File: config.mk
export PLATFORM = sky130hd
export DESIGN_NAME = cqf_slot_sched
export DESIGN_NICKNAME = d
export VERILOG_FILES = /design/src/rtl/cqf_slot_sched.sv
export SDC_FILE = /design/constraint.sdc
export NUM_CORES = 1
export LEC_CHECK = 0
export CAP_MARGIN = 25
export CELL_PAD_IN_SITES_DETAIL_PLACEMENT = 0
export CELL_PAD_IN_SITES_GLOBAL_PLACEMENT = 2
export CORE_UTILIZATION = 35
export CTS_CLUSTER_DIAMETER = 30
export DETAILED_ROUTE_END_ITERATION = 16
export PLACE_DENSITY_LB_ADDON = 0.08
export SYNTH_ARGS = -nofsm -noshare
export SYNTH_HDL_FRONTEND = slang
export SYNTH_SLANG_ARGS = --single-unit
File: constraint.sdc
create_clock -name clk -period 7.5 [get_ports clk]
set_input_delay 1.125 -clock clk [delete_from_list [all_inputs] [get_ports clk]]
set_output_delay 1.125 -clock clk [all_outputs]
set_load 0.005 [all_outputs]
File: src/rtl/cqf_slot_sched.sv
// cqf_slot_sched: rotates a CQF receive/transmit queue pair across NUM_Q queues
// using a slot index derived from the 48-bit precision time.
module cqf_slot_sched #(
  parameter int unsigned NUM_Q       = 2,
  parameter int unsigned FINE_W      = 17,
  parameter int unsigned FINE_MOD    = 125000,
  parameter int unsigned MIN_EXP     = 7,
  parameter int unsigned MAX_EXP     = 24,
  parameter int unsigned DEFAULT_EXP = 7,
  localparam int unsigned QW         = (NUM_Q > 1) ? $clog2(NUM_Q) : 1
) (
  input  logic          clk,
  input  logic          rst,
  input  logic [47:0]   precision_time,
  input  logic          cfg_enable,
  input  logic          cfg_wr,
  input  logic [4:0]    cfg_period_exp,
  input  logic [15:0]   cfg_guard,
  output logic          time_slot_flag,
  output logic [QW-1:0] out_rx_q,
  output logic [QW-1:0] out_tx_q,
  output logic          slot_pulse,
  output logic          resync_pulse,
  output logic          guard,
  output logic [4:0]    act_period_exp,
  output logic [31:0]   slot_cnt,
  output logic [15:0]   resync_cnt
);

  localparam int unsigned TW = 32;
  localparam int unsigned EW = 5;

  // Flat time base, slot decode and tracking state
  logic [TW-1:0] st;
  logic [TW-1:0] idx;
  logic [TW-1:0] off;
  logic [TW-1:0] span;
  logic [TW-1:0] guard_len;
  logic          guard_hit;
  logic [TW-1:0] prev_idx;
  logic          prev_valid;
  logic          pending;
  logic [EW-1:0] shadow;
  logic [EW-1:0] exp_clamped;

  // Next-state values
  logic [QW-1:0] rx_nxt;
  logic [QW-1:0] tx_nxt;
  logic [TW-1:0] prev_idx_nxt;
  logic          prev_valid_nxt;
  logic          pending_nxt;
  logic [EW-1:0] shadow_nxt;
  logic [EW-1:0] act_nxt;
  logic          slot_nxt;
  logic          resync_nxt;
  logic          guard_nxt;
  logic [31:0]   slot_cnt_nxt;
  logic [15:0]   resync_cnt_nxt;

  function automatic logic [EW-1:0] clamp_exp(input logic [EW-1:0] e);
    logic [EW-1:0] r;
    r = e;
    if (e < EW'(MIN_EXP)) begin
      r = EW'(MIN_EXP);
    end else if (e > EW'(MAX_EXP)) begin
      r = EW'(MAX_EXP);
    end
    return r;
  endfunction

  assign exp_clamped = clamp_exp(cfg_period_exp);

  // Stage 1: fold {coarse, fine} into a wrapping 32-bit time base (pure pipeline, no reset needed)
  always_ff @(posedge clk) begin
    st <= TW'(TW'(precision_time[47:FINE_W]) * TW'(FINE_MOD)) + TW'(precision_time[FINE_W-1:0]);
  end

  // Slot index / offset under the exponent in force, and guard-band test
  always_comb begin
    span      = TW'(1) << act_period_exp;
    idx       = st >> act_period_exp;
    off       = st & (span - TW'(1));
    guard_len = TW'(cfg_guard);
    guard_hit = prev_valid && (cfg_guard != 16'd0) &&
                ((guard_len >= span) || (off >= (span - guard_len)));
  end

  // Stage 2 decision: silent load, hold, advance or resync; shadow exponent handling
  always_comb begin
    rx_nxt         = out_rx_q;
    prev_idx_nxt   = prev_idx;
    prev_valid_nxt = prev_valid;
    pending_nxt    = pending;
    shadow_nxt     = shadow;
    act_nxt        = act_period_exp;
    slot_nxt       = 1'b0;
    resync_nxt     = 1'b0;
    guard_nxt      = 1'b0;
    slot_cnt_nxt   = slot_cnt;
    resync_cnt_nxt = resync_cnt;

    if (!cfg_enable) begin
      rx_nxt         = '0;
      prev_valid_nxt = 1'b0;
      // With the scheduler idle there is no boundary to wait for
      if (cfg_wr) begin
        shadow_nxt  = exp_clamped;
        act_nxt     = exp_clamped;
        pending_nxt = 1'b0;
      end else if (pending) begin
        act_nxt     = shadow;
        pending_nxt = 1'b0;
      end
    end else begin
      guard_nxt = guard_hit;
      if (!prev_valid) begin
        prev_idx_nxt   = idx;
        rx_nxt         = idx[QW-1:0];
        prev_valid_nxt = 1'b1;
      end else if (idx != prev_idx) begin
        prev_idx_nxt = idx;
        if (idx == (prev_idx + TW'(1))) begin
          rx_nxt       = out_rx_q + QW'(1);
          slot_nxt     = 1'b1;
          slot_cnt_nxt = slot_cnt + 32'd1;
        end else begin
          rx_nxt     = idx[QW-1:0];
          resync_nxt = 1'b1;
          if (resync_cnt != 16'hFFFF) begin
            resync_cnt_nxt = resync_cnt + 16'd1;
          end
        end
        // New exponent takes effect here; next cycle reloads the index silently
        if (pending) begin
          act_nxt        = shadow;
          pending_nxt    = 1'b0;
          prev_valid_nxt = 1'b0;
        end
      end
      // A write on a boundary queues behind the value applied above
      if (cfg_wr) begin
        shadow_nxt  = exp_clamped;
        pending_nxt = 1'b1;
      end
    end

    tx_nxt = rx_nxt - QW'(1);
  end

  // Output and state registers with synchronous reset
  always_ff @(posedge clk) begin
    if (rst) begin
      out_rx_q       <= '0;
      out_tx_q       <= QW'(NUM_Q - 1);
      time_slot_flag <= 1'b0;
      slot_pulse     <= 1'b0;
      resync_pulse   <= 1'b0;
      guard          <= 1'b0;
      act_period_exp <= EW'(DEFAULT_EXP);
      slot_cnt       <= 32'd0;
      resync_cnt     <= 16'd0;
      prev_idx       <= '0;
      prev_valid     <= 1'b0;
      pending        <= 1'b0;
      shadow         <= EW'(DEFAULT_EXP);
    end else begin
      out_rx_q       <= rx_nxt;
      out_tx_q       <= tx_nxt;
      time_slot_flag <= rx_nxt[0];
      slot_pulse     <= slot_nxt;
      resync_pulse   <= resync_nxt;
      guard          <= guard_nxt;
      act_period_exp <= act_nxt;
      slot_cnt       <= slot_cnt_nxt;
      resync_cnt     <= resync_cnt_nxt;
      prev_idx       <= prev_idx_nxt;
      prev_valid     <= prev_valid_nxt;
      pending        <= pending_nxt;
      shadow         <= shadow_nxt;
    end
  end

endmodule

; Word-level counts from Yosys, hierarchy flattened
; Index checks and enable logic that the tools add are counted.
; Widths: inputs -> output; s select.
[word_totals]
regBits = 129
inputBits = 73
out_inout_bits = 59
[op_classes]
addsub = 8
mul = 1
order_cmp = 4
n_eq_ne = 6
shift = 2
muxes = 21
bitwise = 5
n_reduce_logical = 13
[ops]
columns = operator, count
row1 = $add 32x1->32 const B, 2
row2 = $mux 32, 2
row3 = $mux 5, 7
row4 = $add 32x17->32, 1
row5 = $and 32x32->32, 1
row6 = $eq 32x32->1, 1
row7 = $ge 16x32->1, 1
row8 = $ge 32x32->1, 1
row9 = $ne 32x32->1, 1
row10 = $shl 1x5->32 const A, 1
row11 = $shr 32x5->32, 1
row12 = $sub 32x1->32 const B, 1
row13 = $sub 32x16->32, 1
row14 = $mul 31x14->29 const B, 1
row15 = $add 16x1->16 const B, 1
row16 = $ne 16x16->1 const B, 1
row17 = $reduce_bool 16->1, 1
row18 = $mux 1, 12
row19 = $ne 2x1->1 const B, 3
row20 = $reduce_and 2->1, 3
row21 = $gt 5x5->1 const B, 1
row22 = $lt 5x3->1 const B, 1
row23 = $reduce_and 5->1, 1
row24 = $not 1->1, 4
row25 = other kinds (8), 10

; Depth between registers and ports, before layout
[logic_depth]
word_depth = 7
mapped_depth = 32

; Worst setup path after synthesis
; No wires, ideal clock.
[synth_path]
path_type = input-to-reg
start = in precision_time[17]
end = reg st[31]
setup_ns = 0.126
arrival_time_ns = 6.502
path_slack_ns = 0.871
cell_stages = 19
path_buffers = 1
cell_sequence = fa_1 fa_1 fa_1 fa_1 ha_1 inv_1 fa_1 inv_1 ha_1 and3_1 a211o_1 o31a_1 a2111o_1 o311ai_0 and4_1 clkbuf_1 a21boi_0 nand4_1 xnor2_1
[synth_between]
elab_chain_cells = 2
[synth_rtl]
columns = element, line_no
row1 = start: declaration, 14  ; input logic [47:0] precision_time,
row2 = $mul 31x14->29, 75  ; st <= TW'(TW'(precision_time[47:FINE_W]) * TW'(FINE_MOD)) + TW'(precision_time[FINE_W-1:0]);
row3 = $add 32x17->32, 75
row4 = end signal: assignment, 75
row5 = end: declaration, 34  ; logic [TW-1:0] st;
; Every way passes these cells.
; A chain may end at the register's enable or synchronous reset.

; Worst setup path after layout
[layout_path]
start = in precision_time[18]
end = reg st[31]
; Same word-level chain as after synthesis.

==> out/metrics.csv <==
metric,value,unit
critPathArrivalTime,7200,ps
postSynthCellCount,2115,
maxSlewHeadroom,0.2803,
ys.flop_type,dfxtp_1,
rsz0062_at_grt,no,
pin_count,132,
cts_tree,yes,
cp-end-kind,flip-flop,
synth_fp_nets,2413,
dieArea,50470,sq um
wl_per_cell,20.21,microns
drc,0,
clk_path_buf_depth,2,
period_needed,6873,ps
required,7830,ps
dp_hpwl,46300,microns
power_leakage,8.613,nW
numPortBuffers,129,
synthesis.area,17350,sq um
clkLatencyLatePin,470,ps
synth_edf_count,0,
synth_seq_cells,129,
start_util,0.3545,
grt_max_degree,73,
finalSetupViolCount,0,
power_density,387.5,nW/um^2
cap_viol_max_count,0,
rrSetupSlack,1110,ps
fin_tns_setup,0,ps
path_class,input pin to flip-flop,
root_buffer,clkbuf_16,
finalHoldViolations,0,
antennaDiodeCount,0,
min_period_over_period,0.9165,
reg2regPathDepth,27,
finClkSkew,19.98,ps
h-tree-depth,4,
antenna_found_initial,4,
hold_depth,2,
postSynthAreaPerCell,8.205,sq um
synthArstFlopShare,0,
area_growth,14.88,%
dr.pass1.iters,6,
grt_pass1_wl,91620,microns
overflow,0,
clock_sinks,129,
instances_no_fill,2883,
final_common_cell,inv_1,
viasPerCell,5.453,
wl,58280,microns
die_h,224.7,microns
layout-drive-gt1-share,0.1037,
fmax,145.5,MHz
met3_usage,0.05069,
top_usage_layer,met2,
slew_viol_final,0,
cts_setup_buffers,0,
numPlacedInstances,2850,
synth_seq_area_share,0.1488,
cp-start-kind,input pin,
ys_warn_count,0,
grt_util_met2,0.3665,
use_met1,0.3288,
die_w,224.7,microns
worst_slew_pin_slew,1070,ps
fill_cells,5058,
grt_pass1_vias,15640,
post_cts_resized,0,
clk_pin_slew_worst_paths,60,ps
core,48950,sq um
rows,81,
ys_types,109,
hp-class,flip-flop to flip-flop,
routabilityCongestion,0.8936,
cts_buffers,17,
final_cell_mix,"inv_1 (207), nor2_1 (189), nand2_1 (147)",
ir_drop,0.2945,mV
outcome,"finished, final reports clean",
nets,2504,
cp_max_fo,5,
antenna_left,0,
drtIter0Drc,1082,
ctsHoldBuffers,0,
globalRouteTotalUtil,0.2349,
num_vias,15720,
==> area by class of cell <==
class / count / area [sq um] / area share
multi-input combinational: 1669 / 13480 / 0.6760
sequential: 129 / 2591 / 0.1300
timing repair buffer: 181 / 1677 / 0.08410
tap: 664 / 830.8 / 0.04167
inverter: 208 / 780.7 / 0.03916
clock buffer: 19 / 442.9 / 0.02222
clock inverter: 13 / 136.4 / 0.006841
==> sequential cells by signal, summed over array words and instances (netlist names) <==
name / count
resync_pulse: 1
resync_cnt: 16
shadow: 5
guard: 1
st: 32
out_tx_q: 1
out_rx_q: 1
prev_idx: 32
slot_pulse: 1
pending: 1
slot_cnt: 32
prev_valid: 1
act_period_exp: 5
==> path summary, 6_finish.rpt <==
path,to,start
max,st[31],precision_time[18]
min,shadow[2],shadow[2]
max reg2reg,guard,act_period_exp[3]
min reg2reg,shadow[2],shadow[2]
==> where the power goes <==
| group | switching (mW) | leakage (nW) | internal, mW |
|---|---|---|---|
| sequential | 0.348 | 1.06 | 0.853 |
| clock | 0.363 | 0.285 | 0.476 |
| combinational | 3.14 | 7.27 | 2.55 |
==> per-layer routing <==
layer / wire length [microns] / vias to the layer above
li1: - / 7741
met1: 28100 / 7511
met2: 25820 / 403
met3: 3415 / 61
met4: 908 / 6
met5: 33 / -
==> critical path, cell delays in order <==
cell	delay, ps
clkdlybuf4s50_1	630
inv_1	150
fa_1	550
inv_1	50
fa_1	500
fa_1	580
fa_1	430
ha_1	290
inv_1	50
fa_1	500
inv_1	40
ha_1	300
a21oi_1	150
o21bai_1	70
a21o_1	180
a41o_1	270
xnor2_1	180
nor4_1	390
and4_1	290
a21boi_0	190
nand4_1	140
xnor2_1	150
==> stage by stage <==
stage	util	power, mW	hold WS (ps)	worst slack (ps)	cell area (sq um)
floorplan	-	5.308	443.5	871.4	17350
global placement	0.3952	6.834	457.1	194.7	19340
detailed placement	0.3953	6.866	476.0	158.2	19350
CTS	0.4071	7.765	490.5	638.7	19930
global route	0.4073	8.526	526.4	198.5	19940
finish	0.4073	7.724	484.8	626.6	19940
==> logic make-up (layout without fill, tap and decap cells) <==
logic type | after synthesis | in the layout | share of synthesized area
muxes | 134 | 134 | 0.1041
DFF | 129 | 129 | 0.1488
and+or+nand+nor | 748 | 748 | 0.2260
other | 1 | 1 | 0.0002161
adders and majority gates | 226 | 226 | 0.1987
AOI/OAI and AO/OA | 437 | 437 | 0.1826
xor gates and xnor gates | 123 | 123 | 0.06460
buffers and inverters | 317 | 421 | 0.07492
==> Yosys cell counts, types with 7 or more instances <==
| cell type | instances | area share |
|---|---|---|
| o211a_1 | 7 | 0.0040 |
| nor3_1 | 46 | 0.013 |
| mux2_2 | 27 | 0.018 |
| nand2_1 | 147 | 0.032 |
| nand4_1 | 34 | 0.012 |
| nor4_1 | 27 | 0.0097 |
| and2_1 | 20 | 0.0072 |
| inv_1 | 207 | 0.045 |
| o31ai_1 | 7 | 0.0030 |
| dfxtp_1 | 129 | 0.15 |
| nor2_1 | 189 | 0.041 |
| ha_1 | 142 | 0.10 |
| nor2b_1 | 52 | 0.019 |
| a22oi_1 | 8 | 0.0035 |
| nor3b_1 | 19 | 0.0082 |
| xnor2_1 | 89 | 0.045 |
| a21oi_1 | 103 | 0.030 |
| a31oi_1 | 14 | 0.0050 |
| a21boi_0 | 11 | 0.0048 |
| and4_1 | 8 | 0.0040 |
| clkbuf_1 | 64 | 0.014 |
| nor4_2 | 15 | 0.011 |
| and3_1 | 39 | 0.014 |
| o21a_1 | 12 | 0.0052 |
| o2111ai_1 | 10 | 0.0050 |
| o21ai_0 | 70 | 0.020 |
| mux4_2 | 31 | 0.040 |
| o22ai_1 | 13 | 0.0047 |
| a31o_2 | 9 | 0.0045 |
| or3_1 | 13 | 0.0047 |
| a211oi_1 | 19 | 0.0082 |
| buf_1 | 13 | 0.0028 |
| buf_2 | 19 | 0.0055 |
| nand2b_1 | 25 | 0.0090 |
| nand3_1 | 63 | 0.018 |
| fa_1 | 83 | 0.096 |
| a21o_1 | 44 | 0.019 |
| mux2i_1 | 68 | 0.039 |
| or2_2 | 25 | 0.0090 |
| buf_6 | 8 | 0.0052 |
| xor2_1 | 31 | 0.016 |
No activity file was read; power rests on OpenSTA's default activity.
